[config.mk]
export PLATFORM = sky130hd
export DESIGN_NAME = ysyx_24100006_wbu
export DESIGN_NICKNAME = d
export VERILOG_FILES = /design/src/rtl/ysyx_24100006_wbu.sv
export SDC_FILE = /design/constraint.sdc
export NUM_CORES = 2
export LEC_CHECK = 0
export ABC_AREA = 1
export CORE_UTILIZATION = 35
export CTS_CLUSTER_SIZE = 24
export DETAILED_ROUTE_END_ITERATION = 6
export DONT_BUFFER_PORTS = 1
export SKIP_LAST_GASP = 1
export SLEW_MARGIN = 15
export SYNTH_ARGS = -nofsm -noshare
export SYNTH_HDL_FRONTEND = slang
export SYNTH_SLANG_ARGS = --single-unit
[constraint.sdc]
create_clock -name clk -period 3.55 [get_ports clk]
set_clock_uncertainty 0.1 [all_clocks]
set_input_delay 0.71 -clock clk [delete_from_list [all_inputs] [get_ports clk]]
set_output_delay 0.71 -clock clk [all_outputs]
set_load 0.1 [all_outputs]
[src/rtl/ysyx_24100006_wbu.sv]
// Write-back stage: latches one retired instruction, then on the following edge
// commits GPR/CSR/PC updates and emits a one-cycle commit pulse with the next PC.
module ysyx_24100006_wbu #(
  parameter logic [31:0] RESET_PC     = 32'h8000_0000,
  parameter int          NR_GPR       = 16,
  parameter logic [31:0] MCAUSE_ECALL = 32'd11
) (
  input  logic        clk,
  input  logic        rst_n,
  input  logic        in_valid,
  output logic        in_ready,
  input  logic [31:0] pc_W,
  input  logic [31:0] alu_result_W,
  input  logic [31:0] sext_imm_W,
  input  logic [31:0] rs1_data_W,
  input  logic [31:0] rdata_csr_W,
  input  logic [31:0] Mem_rdata_extend,
  input  logic [3:0]  rd_addr_W,
  input  logic [11:0] csr_addr_W,
  input  logic        irq_W,
  input  logic        mret_W,
  input  logic        PCW_W,
  input  logic        Gpr_Write_W,
  input  logic [2:0]  Gpr_Write_RD_W,
  input  logic        Csr_Write_W,
  input  logic [1:0]  Csr_Write_RD_W,
  input  logic [3:0]  raddr1,
  input  logic [3:0]  raddr2,
  output logic [31:0] rdata1,
  output logic [31:0] rdata2,
  input  logic [11:0] csr_raddr,
  output logic [31:0] csr_rdata,
  output logic [31:0] pc,
  output logic        commit_valid,
  output logic [31:0] npc
);

  typedef enum logic [0:0] {
    IDLE  = 1'b0,
    WRITE = 1'b1
  } state_t;

  state_t      state_r, state_nx_s;
  logic        accept_s;

  logic [31:0] beat_pc_r, beat_alu_r, beat_imm_r, beat_rs1_r, beat_csr_old_r, beat_mem_r;
  logic [3:0]  beat_rd_r;
  logic [11:0] beat_csr_addr_r;
  logic        beat_irq_r, beat_mret_r, beat_pcw_r, beat_gpr_we_r, beat_csr_we_r;
  logic [2:0]  beat_gpr_sel_r;
  logic [1:0]  beat_csr_op_r;

  logic [31:0] gpr_r [NR_GPR];
  logic [31:0] mstatus_r, mtvec_r, mepc_r, mcause_r;
  logic [31:0] pc_r, npc_r;
  logic        commit_r;

  logic [31:0] pc_plus4_s, gpr_wdata_s, csr_wdata_s, next_pc_s;
  logic        gpr_we_s, csr_we_s;

  // State register
  always_ff @(posedge clk) begin
    if (!rst_n) begin
      state_r <= IDLE;
    end else begin
      state_r <= state_nx_s;
    end
  end

  // Next-state and handshake decode
  always_comb begin
    state_nx_s = state_r;
    accept_s   = 1'b0;
    case (state_r)
      IDLE: begin
        if (in_valid) begin
          state_nx_s = WRITE;
          accept_s   = 1'b1;
        end else begin
          state_nx_s = IDLE;
        end
      end
      WRITE:   state_nx_s = IDLE;
      default: state_nx_s = IDLE;
    endcase
  end

  assign in_ready = (state_r == IDLE);

  // Capture of the accepted beat
  always_ff @(posedge clk) begin
    if (!rst_n) begin
      beat_pc_r       <= 32'd0;
      beat_alu_r      <= 32'd0;
      beat_imm_r      <= 32'd0;
      beat_rs1_r      <= 32'd0;
      beat_csr_old_r  <= 32'd0;
      beat_mem_r      <= 32'd0;
      beat_rd_r       <= 4'd0;
      beat_csr_addr_r <= 12'd0;
      beat_irq_r      <= 1'b0;
      beat_mret_r     <= 1'b0;
      beat_pcw_r      <= 1'b0;
      beat_gpr_we_r   <= 1'b0;
      beat_gpr_sel_r  <= 3'd0;
      beat_csr_we_r   <= 1'b0;
      beat_csr_op_r   <= 2'd0;
    end else if (accept_s) begin
      beat_pc_r       <= pc_W;
      beat_alu_r      <= alu_result_W;
      beat_imm_r      <= sext_imm_W;
      beat_rs1_r      <= rs1_data_W;
      beat_csr_old_r  <= rdata_csr_W;
      beat_mem_r      <= Mem_rdata_extend;
      beat_rd_r       <= rd_addr_W;
      beat_csr_addr_r <= csr_addr_W;
      beat_irq_r      <= irq_W;
      beat_mret_r     <= mret_W;
      beat_pcw_r      <= PCW_W;
      beat_gpr_we_r   <= Gpr_Write_W;
      beat_gpr_sel_r  <= Gpr_Write_RD_W;
      beat_csr_we_r   <= Csr_Write_W;
      beat_csr_op_r   <= Csr_Write_RD_W;
    end else begin
      beat_pc_r <= beat_pc_r;
    end
  end

  // Write-back source, CSR operation and next-PC selection
  always_comb begin
    pc_plus4_s  = beat_pc_r + 32'd4;
    gpr_wdata_s = 32'd0;
    csr_wdata_s = 32'd0;
    next_pc_s   = pc_plus4_s;
    case (beat_gpr_sel_r)
      3'b000:  gpr_wdata_s = beat_alu_r;
      3'b001:  gpr_wdata_s = beat_mem_r;
      3'b010:  gpr_wdata_s = pc_plus4_s;
      3'b011:  gpr_wdata_s = beat_imm_r;
      3'b100:  gpr_wdata_s = beat_csr_old_r;
      default: gpr_wdata_s = 32'd0;
    endcase
    case (beat_csr_op_r)
      2'b00:   csr_wdata_s = beat_rs1_r;
      2'b01:   csr_wdata_s = beat_csr_old_r | beat_rs1_r;
      2'b10:   csr_wdata_s = beat_csr_old_r & ~beat_rs1_r;
      default: csr_wdata_s = 32'd0;
    endcase
    // Trap vector and return address use the CSR values from before this beat
    if (beat_irq_r) begin
      next_pc_s = mtvec_r;
    end else if (beat_mret_r) begin
      next_pc_s = mepc_r;
    end else if (beat_pcw_r) begin
      next_pc_s = beat_alu_r;
    end else begin
      next_pc_s = pc_plus4_s;
    end
  end

  assign gpr_we_s = (state_r == WRITE) && beat_gpr_we_r && (beat_rd_r != 4'd0);
  assign csr_we_s = (state_r == WRITE) && beat_csr_we_r && (beat_csr_op_r != 2'b11);

  // GPR file
  always_ff @(posedge clk) begin
    if (!rst_n) begin
      for (int i = 0; i < NR_GPR; i++) begin
        gpr_r[i] <= 32'd0;
      end
    end else if (gpr_we_s) begin
      gpr_r[beat_rd_r] <= gpr_wdata_s;
    end else begin
      gpr_r[0] <= 32'd0;
    end
  end

  // Machine CSRs; the trap update is placed last so it wins over a same-beat write
  always_ff @(posedge clk) begin
    if (!rst_n) begin
      mstatus_r <= 32'h0000_1800;
      mtvec_r   <= 32'd0;
      mepc_r    <= 32'd0;
      mcause_r  <= 32'd0;
    end else if (state_r == WRITE) begin
      if (csr_we_s) begin
        case (beat_csr_addr_r)
          12'h300: mstatus_r <= csr_wdata_s;
          12'h305: mtvec_r   <= csr_wdata_s;
          12'h341: mepc_r    <= csr_wdata_s;
          12'h342: mcause_r  <= csr_wdata_s;
          default: mstatus_r <= mstatus_r;
        endcase
      end
      if (beat_irq_r) begin
        mepc_r   <= beat_pc_r;
        mcause_r <= MCAUSE_ECALL;
      end
    end else begin
      mstatus_r <= mstatus_r;
    end
  end

  // Architectural PC and commit pulse
  always_ff @(posedge clk) begin
    if (!rst_n) begin
      pc_r     <= RESET_PC;
      npc_r    <= RESET_PC;
      commit_r <= 1'b0;
    end else if (state_r == WRITE) begin
      pc_r     <= next_pc_s;
      npc_r    <= next_pc_s;
      commit_r <= 1'b1;
    end else begin
      commit_r <= 1'b0;
    end
  end

  assign pc           = pc_r;
  assign npc          = npc_r;
  assign commit_valid = commit_r;

  assign rdata1 = (raddr1 == 4'd0) ? 32'd0 : gpr_r[raddr1];
  assign rdata2 = (raddr2 == 4'd0) ? 32'd0 : gpr_r[raddr2];

  // CSR read port; unmapped addresses read as zero
  always_comb begin
    csr_rdata = 32'd0;
    case (csr_raddr)
      12'h300: csr_rdata = mstatus_r;
      12'h305: csr_rdata = mtvec_r;
      12'h341: csr_rdata = mepc_r;
      12'h342: csr_rdata = mcause_r;
      default: csr_rdata = 32'd0;
    endcase
  end

endmodule

; Yosys cells after proc, flatten, opt, wreduce, memory -nomap -nowiden
; Memory sizes are Yosys's and may differ from the RTL's.
; Cells that the tools add are included.
[op_classes]
add_sub_neg = 1
eq_ne = 15
muxes = 29
bitwise_logic = 5
reduce_logical = 17
[op_table]
columns = op, count
row1 = two-way mux 32 bit, 13
row2 = one-hot mux 32 bit (5 select lines), 1
row3 = one-hot mux 32 bit (4 select lines), 1
row4 = == test 12 x 10 -> 1 bit (second input constant), 8
row5 = one-hot mux 32 bit (3 select lines), 1
row6 = adder 32 x 3 -> 32 bit (second input constant), 1
row7 = AND 32 bit, 1
row8 = inverter 32 bit, 1
row9 = bitwise OR 32 bit, 1
row10 = OR reduction 32 bit, 1
row11 = AND reduction 3 bit, 4
row12 = two-way mux 1 bit, 11
row13 = zero test 4 bit, 2
row14 = == test 3 x 2 -> 1 bit (second input constant), 2
row15 = nonzero test 2 bit, 3
row16 = logical AND 1 bit, 4
row17 = two-way mux 4 bit, 1
row18 = nonzero test 4 bit, 1
row19 = == test 3 x 1 -> 1 bit (second input constant), 1
row20 = == test 3 bit (second input constant), 1
row21 = zero test 3 bit, 1
row22 = == test 2 x 1 -> 1 bit (second input constant), 1
row23 = == test 2 bit (second input constant), 1
row24 = zero test 2 bit, 1
row25 = 4 further kinds, 4
[totals]
reg_bits = 380
ram_bits = 512
inputBits = 241
output_inout_bits = 162
elab_cells = 90
mem_count = 1
[mem_list]
columns = memory, words, width, rd, rd_clocked_by_memory_dff, wr, line
row1 = gpr_r, 16, 32, 2, 0, 16, 53  ; logic [31:0] gpr_r [NR_GPR];

; Logic depth before layout (Yosys ltp)
[depth]
ltp_word = 7
depth_mapped = 12
mapped_depth_nobuf = 12

; Least setup slack after synthesis
; Ideal clock, no wire load.
[synth_path]
path_type = input -> output
from = input port raddr2[0]
to = output port rdata2[10]
arrival_time_ns = 3.347
required_time_ns = 2.740
path_slack_ns = -0.607
path_stages = 8
n_path_buf = 3
cell_sequence = buf_2 > inv_2 > buf_2 > clkbuf_1 > nor2_1 > o21ai_0 > nand2_1 > a31oi_1
[synth_via]
elab_chain_cells = 2
[synth_rtl]
columns = item, line
row1 = start: declaration, 28  ; input logic [3:0] raddr2,
row2 = memory read (16 x 32 bit) or zero test 4 bit (tied branches), -
row3 = two-way mux 32 bit *, 223  ; assign rdata2 = (raddr2 == 4'd0) ? 32'd0 : gpr_r[raddr2];
row4 = end: declaration, 30  ; output logic [31:0] rdata2,
; Mark *: on every way between the ends. The rest lies on a longest branch, timed or not.

; Worst setup path after layout
[layout_path]
from = input port raddr1[0]
to = output port rdata1[31]
[layout_via]
elab_chain_cells = 2
[layout_rtl]
columns = item, line
row1 = start: declaration, 27  ; input logic [3:0] raddr1,
row2 = memory read (16 x 32 bit) or zero test 4 bit (tied branches), -
row3 = two-way mux 32 bit *, 222  ; assign rdata1 = (raddr1 == 4'd0) ? 32'd0 : gpr_r[raddr1];
row4 = end: declaration, 29  ; output logic [31:0] rdata1,
; Marked as above.

==> flow_summary.ini <==
[die]
coreArea_sq_um = 128000
num_io_pins = 403
die_area_sq_um = 130000
fp-row-count = 131
initial_utilization_pct = 35.3
dieHeight_um = 361
die_w_um = 361

[power]
p_total_mw = 27.0
p_leak_nw = 18.4
power.density_nw_per_um2 = 514
irDropWorstVdd_v = 0.000381

[sta]
finalWorstPathRequiredPeriod_ns = 3.65
worst_slew_pin_slew_ns = 1.15
setup_ws_ns = -0.102
max_freq_mhz = 274
timing_hold_violations_final = 0
hold_slack_ns = 0.0484
final.period_utilization_pct = 103
setup_viol = 12
drv_slew = 0
rsz0062_at_grt = no
slew_headroom_pct = 23.7

[worst_setup_path]
crit_fanout = 417
crit_end = rdata1[31]
end_kind = output port
crit-reg2reg-launch = beat_pc_r[8]$_SDFFE_PN0P_
crit_type = input pin to output port
r2r_cells = 8
r2r_slack_ns = 0.59
cp.arrival_ns = 2.84
r2r_end = gpr_r[4][27]$_SDFFCE_PN0P_
startpoint_type = input pin
worstPathRequired_ns = 2.74
cp-startpoint = raddr1[0]

[place]
port-buffer-count = 0
dp.final_hpwl_mm = 115
gp_congestion = 0.960

[synth]
synthAdderAreaFrac_pct = 0.0278
synthCells = 5626
synth_area_sq_um = 45100
synth_xor_area_share_pct = 0.117
synth.ff_latch_count = 892
netlist_top_cells_area = edfxtp_1 (34%), dfxtp_1 (17%), o21ai_0 (10%), a21oi_1 (7.6%), nor2_1 (7.1%)
synth_largest_area_cell = edfxtp_1
avgSynthCellArea_sq_um = 8.01
synth_top_family_by_area = compound AO/OA/AOI/OAI gates
ys_types = 46
ys_warn_count = 0
async_flop_share_pct = 0
synthSimpleGateAreaFrac_pct = 16.4
synth-compound-area-share_pct = 23.9
synth-edff-count = 512
synth.area.mux_share_pct = 0
yosysTopAreaCellShare_pct = 34.1
synth_ff_type = edfxtp_1
yosysSeqAreaShare_pct = 51.0

[drt]
vias = 41100
routed_wirelength_mm = 180
drc = 0
viasPerCell = 5.69
firstDrtPassIters = 6
drt_iter0_drc = 5098
drtAntennaViolNets = 0
wl_per_cell_um = 24.9

[clocking]
cts.clk_slew.worst_paths_ns = 0.06
hold_buffers = 0
root_buffer = clkbuf_16
htree_levels = 3
clock_latency_ns = 0.73
cts_buffers = 104
cts_sinks = 892
cts-resized-gates = 0
cts_tree = built
postCtsSetupBuffers = 0
cts_buffer_depth = 3

[status]
violations = negative setup slack
status = complete, but fails checks

[min_path]
hold_depth = 2
hold_path.class = input pin to flip-flop

[final_layout]
regArea_sq_um = 23000
syn2layout_area_growth_pct = 16.4
multi_input_area_sq_um = 19100
mostFrequentLayoutCells = o21ai_0 (943), nor2_1 (852), a21oi_1 (684)
mostFrequentLayoutCell = o21ai_0
nFillCells = 12600
drive_gt1_share_pct = 10.2
final_nets = 5702

[grt]
grt_pass1_wl_mm = 259
grt_start_max_net_pins = 418
grt_pass1_vias = 38100
grt.total_usage_pct = 26.8
grt.overflow.total = 0
antenna_found_initial = 43

[run]
drv_cap = 0
[per-layer routing]
metal	up-vias	routed length, um	global-route usage (%)
li1	19000	-	-
met1	19500	70000	33.6
met2	2208	81600	42.5
met3	399	17100	5.94
met4	50	10600	15.2
met5	-	353	0
[power by group]
part | switching (mW) | total (mW) | internal [mW] | leakage [nW]
clock network | 4.61 | 11.1 | 6.46 | 1.72
registers | 0.545 | 11.9 | 11.3 | 8.44
logic | 2.87 | 4.03 | 1.16 | 8.23
[critical path, stage by stage]
cell and delay [ns]:
clkinv_2 0.32, buf_12 0.27, nor2_1 0.06, o211ai_1 0.19, o211ai_1 0.14, a31oi_2 0.44, buf_12 0.24
[synth_stat cells (10+ instances only)]
library cell and n:
inv_1 403, buf_2 76, o211ai_1 136, a21oi_1 684, nor3_4 10, nor2_1 857, dfxtp_1 380, edfxtp_1 512
o21ai_0 943, buf_1 36, a31oi_1 70, o21ai_1 39, buf_4 55, nand3_1 281, clkbuf_1 342, inv_2 18
o22ai_1 59, nand2_1 612, o2111ai_1 27
[cell families after synthesis]
group                      count (synthesis)
adders and majority gates                  1
AOI/OAI and AO/OA                       1987
and+or+nand+nor                         1800
DFF                                      892
xor gates and xnor gates                   6
buffers and inverters                    939
other                                      1
[state kept, by name, summed over array words and instances, names as in the netlist, 2 cells and up]
register / count
beat_gpr_sel_r: 3
gpr_r: 512
beat_mem_r: 32
mepc_r: 32
beat_rs1_r: 32
beat_csr_old_r: 32
npc: 32
beat_rd_r: 4
beat_imm_r: 32
beat_csr_op_r: 2
mtvec_r: 32
beat_csr_addr_r: 12
mcause_r: 32
beat_alu_r: 32
mstatus_r: 32
beat_pc_r: 32
[final cells by class]
type                    instances  share of cell area [%]
clock buffers                 128                    5.31
well taps                    1662                    3.96
multi-input cells            3826                    36.4
clock inverters                62                    1.36
repair buffers                212                    5.94
inverters                     424                    3.04
flip-flops and latches        892                    43.9
diodes                         18                  0.0859
[worst min path at each step]
| stage | to | from |
|---|---|---|
| finish | beat_csr_old_r[5]$_SDFFE_PN0P_ | rdata_csr_W[5] |
| global route | beat_csr_old_r[5]$_SDFFE_PN0P_ | rdata_csr_W[5] |
| CTS | mcause_r[4]$_SDFFE_PN0P_ | rst_n |
| detailed placement | beat_mem_r[17]$_SDFFE_PN0P_ | beat_mem_r[17]$_SDFFE_PN0P_ |
| global placement | beat_csr_addr_r[4]$_SDFFE_PN0P_ | beat_csr_addr_r[4]$_SDFFE_PN0P_ |
| floorplan | beat_csr_addr_r[4]$_SDFFE_PN0P_ | beat_csr_addr_r[4]$_SDFFE_PN0P_ |
[per-stage QoR]
stage | cells | utilization [%] | TNS (ns) | setup WS [ns] | area (sq um)
after detailed placement | 7016 | 38.3 | 0 | 0.235 | 48900
final | 7224 | 41.1 | -0.533 | -0.102 | 52400
after CTS | 7206 | 41.0 | 0 | 0.231 | 52400
after global placement | 7016 | 38.3 | 0 | 0.279 | 48900
after floorplan | 5657 | - | -9.70 | -0.491 | 45600
after global routing | 7210 | 41.0 | 0 | 0.171 | 52400
No activity file was read; power rests on OpenSTA's default activity.
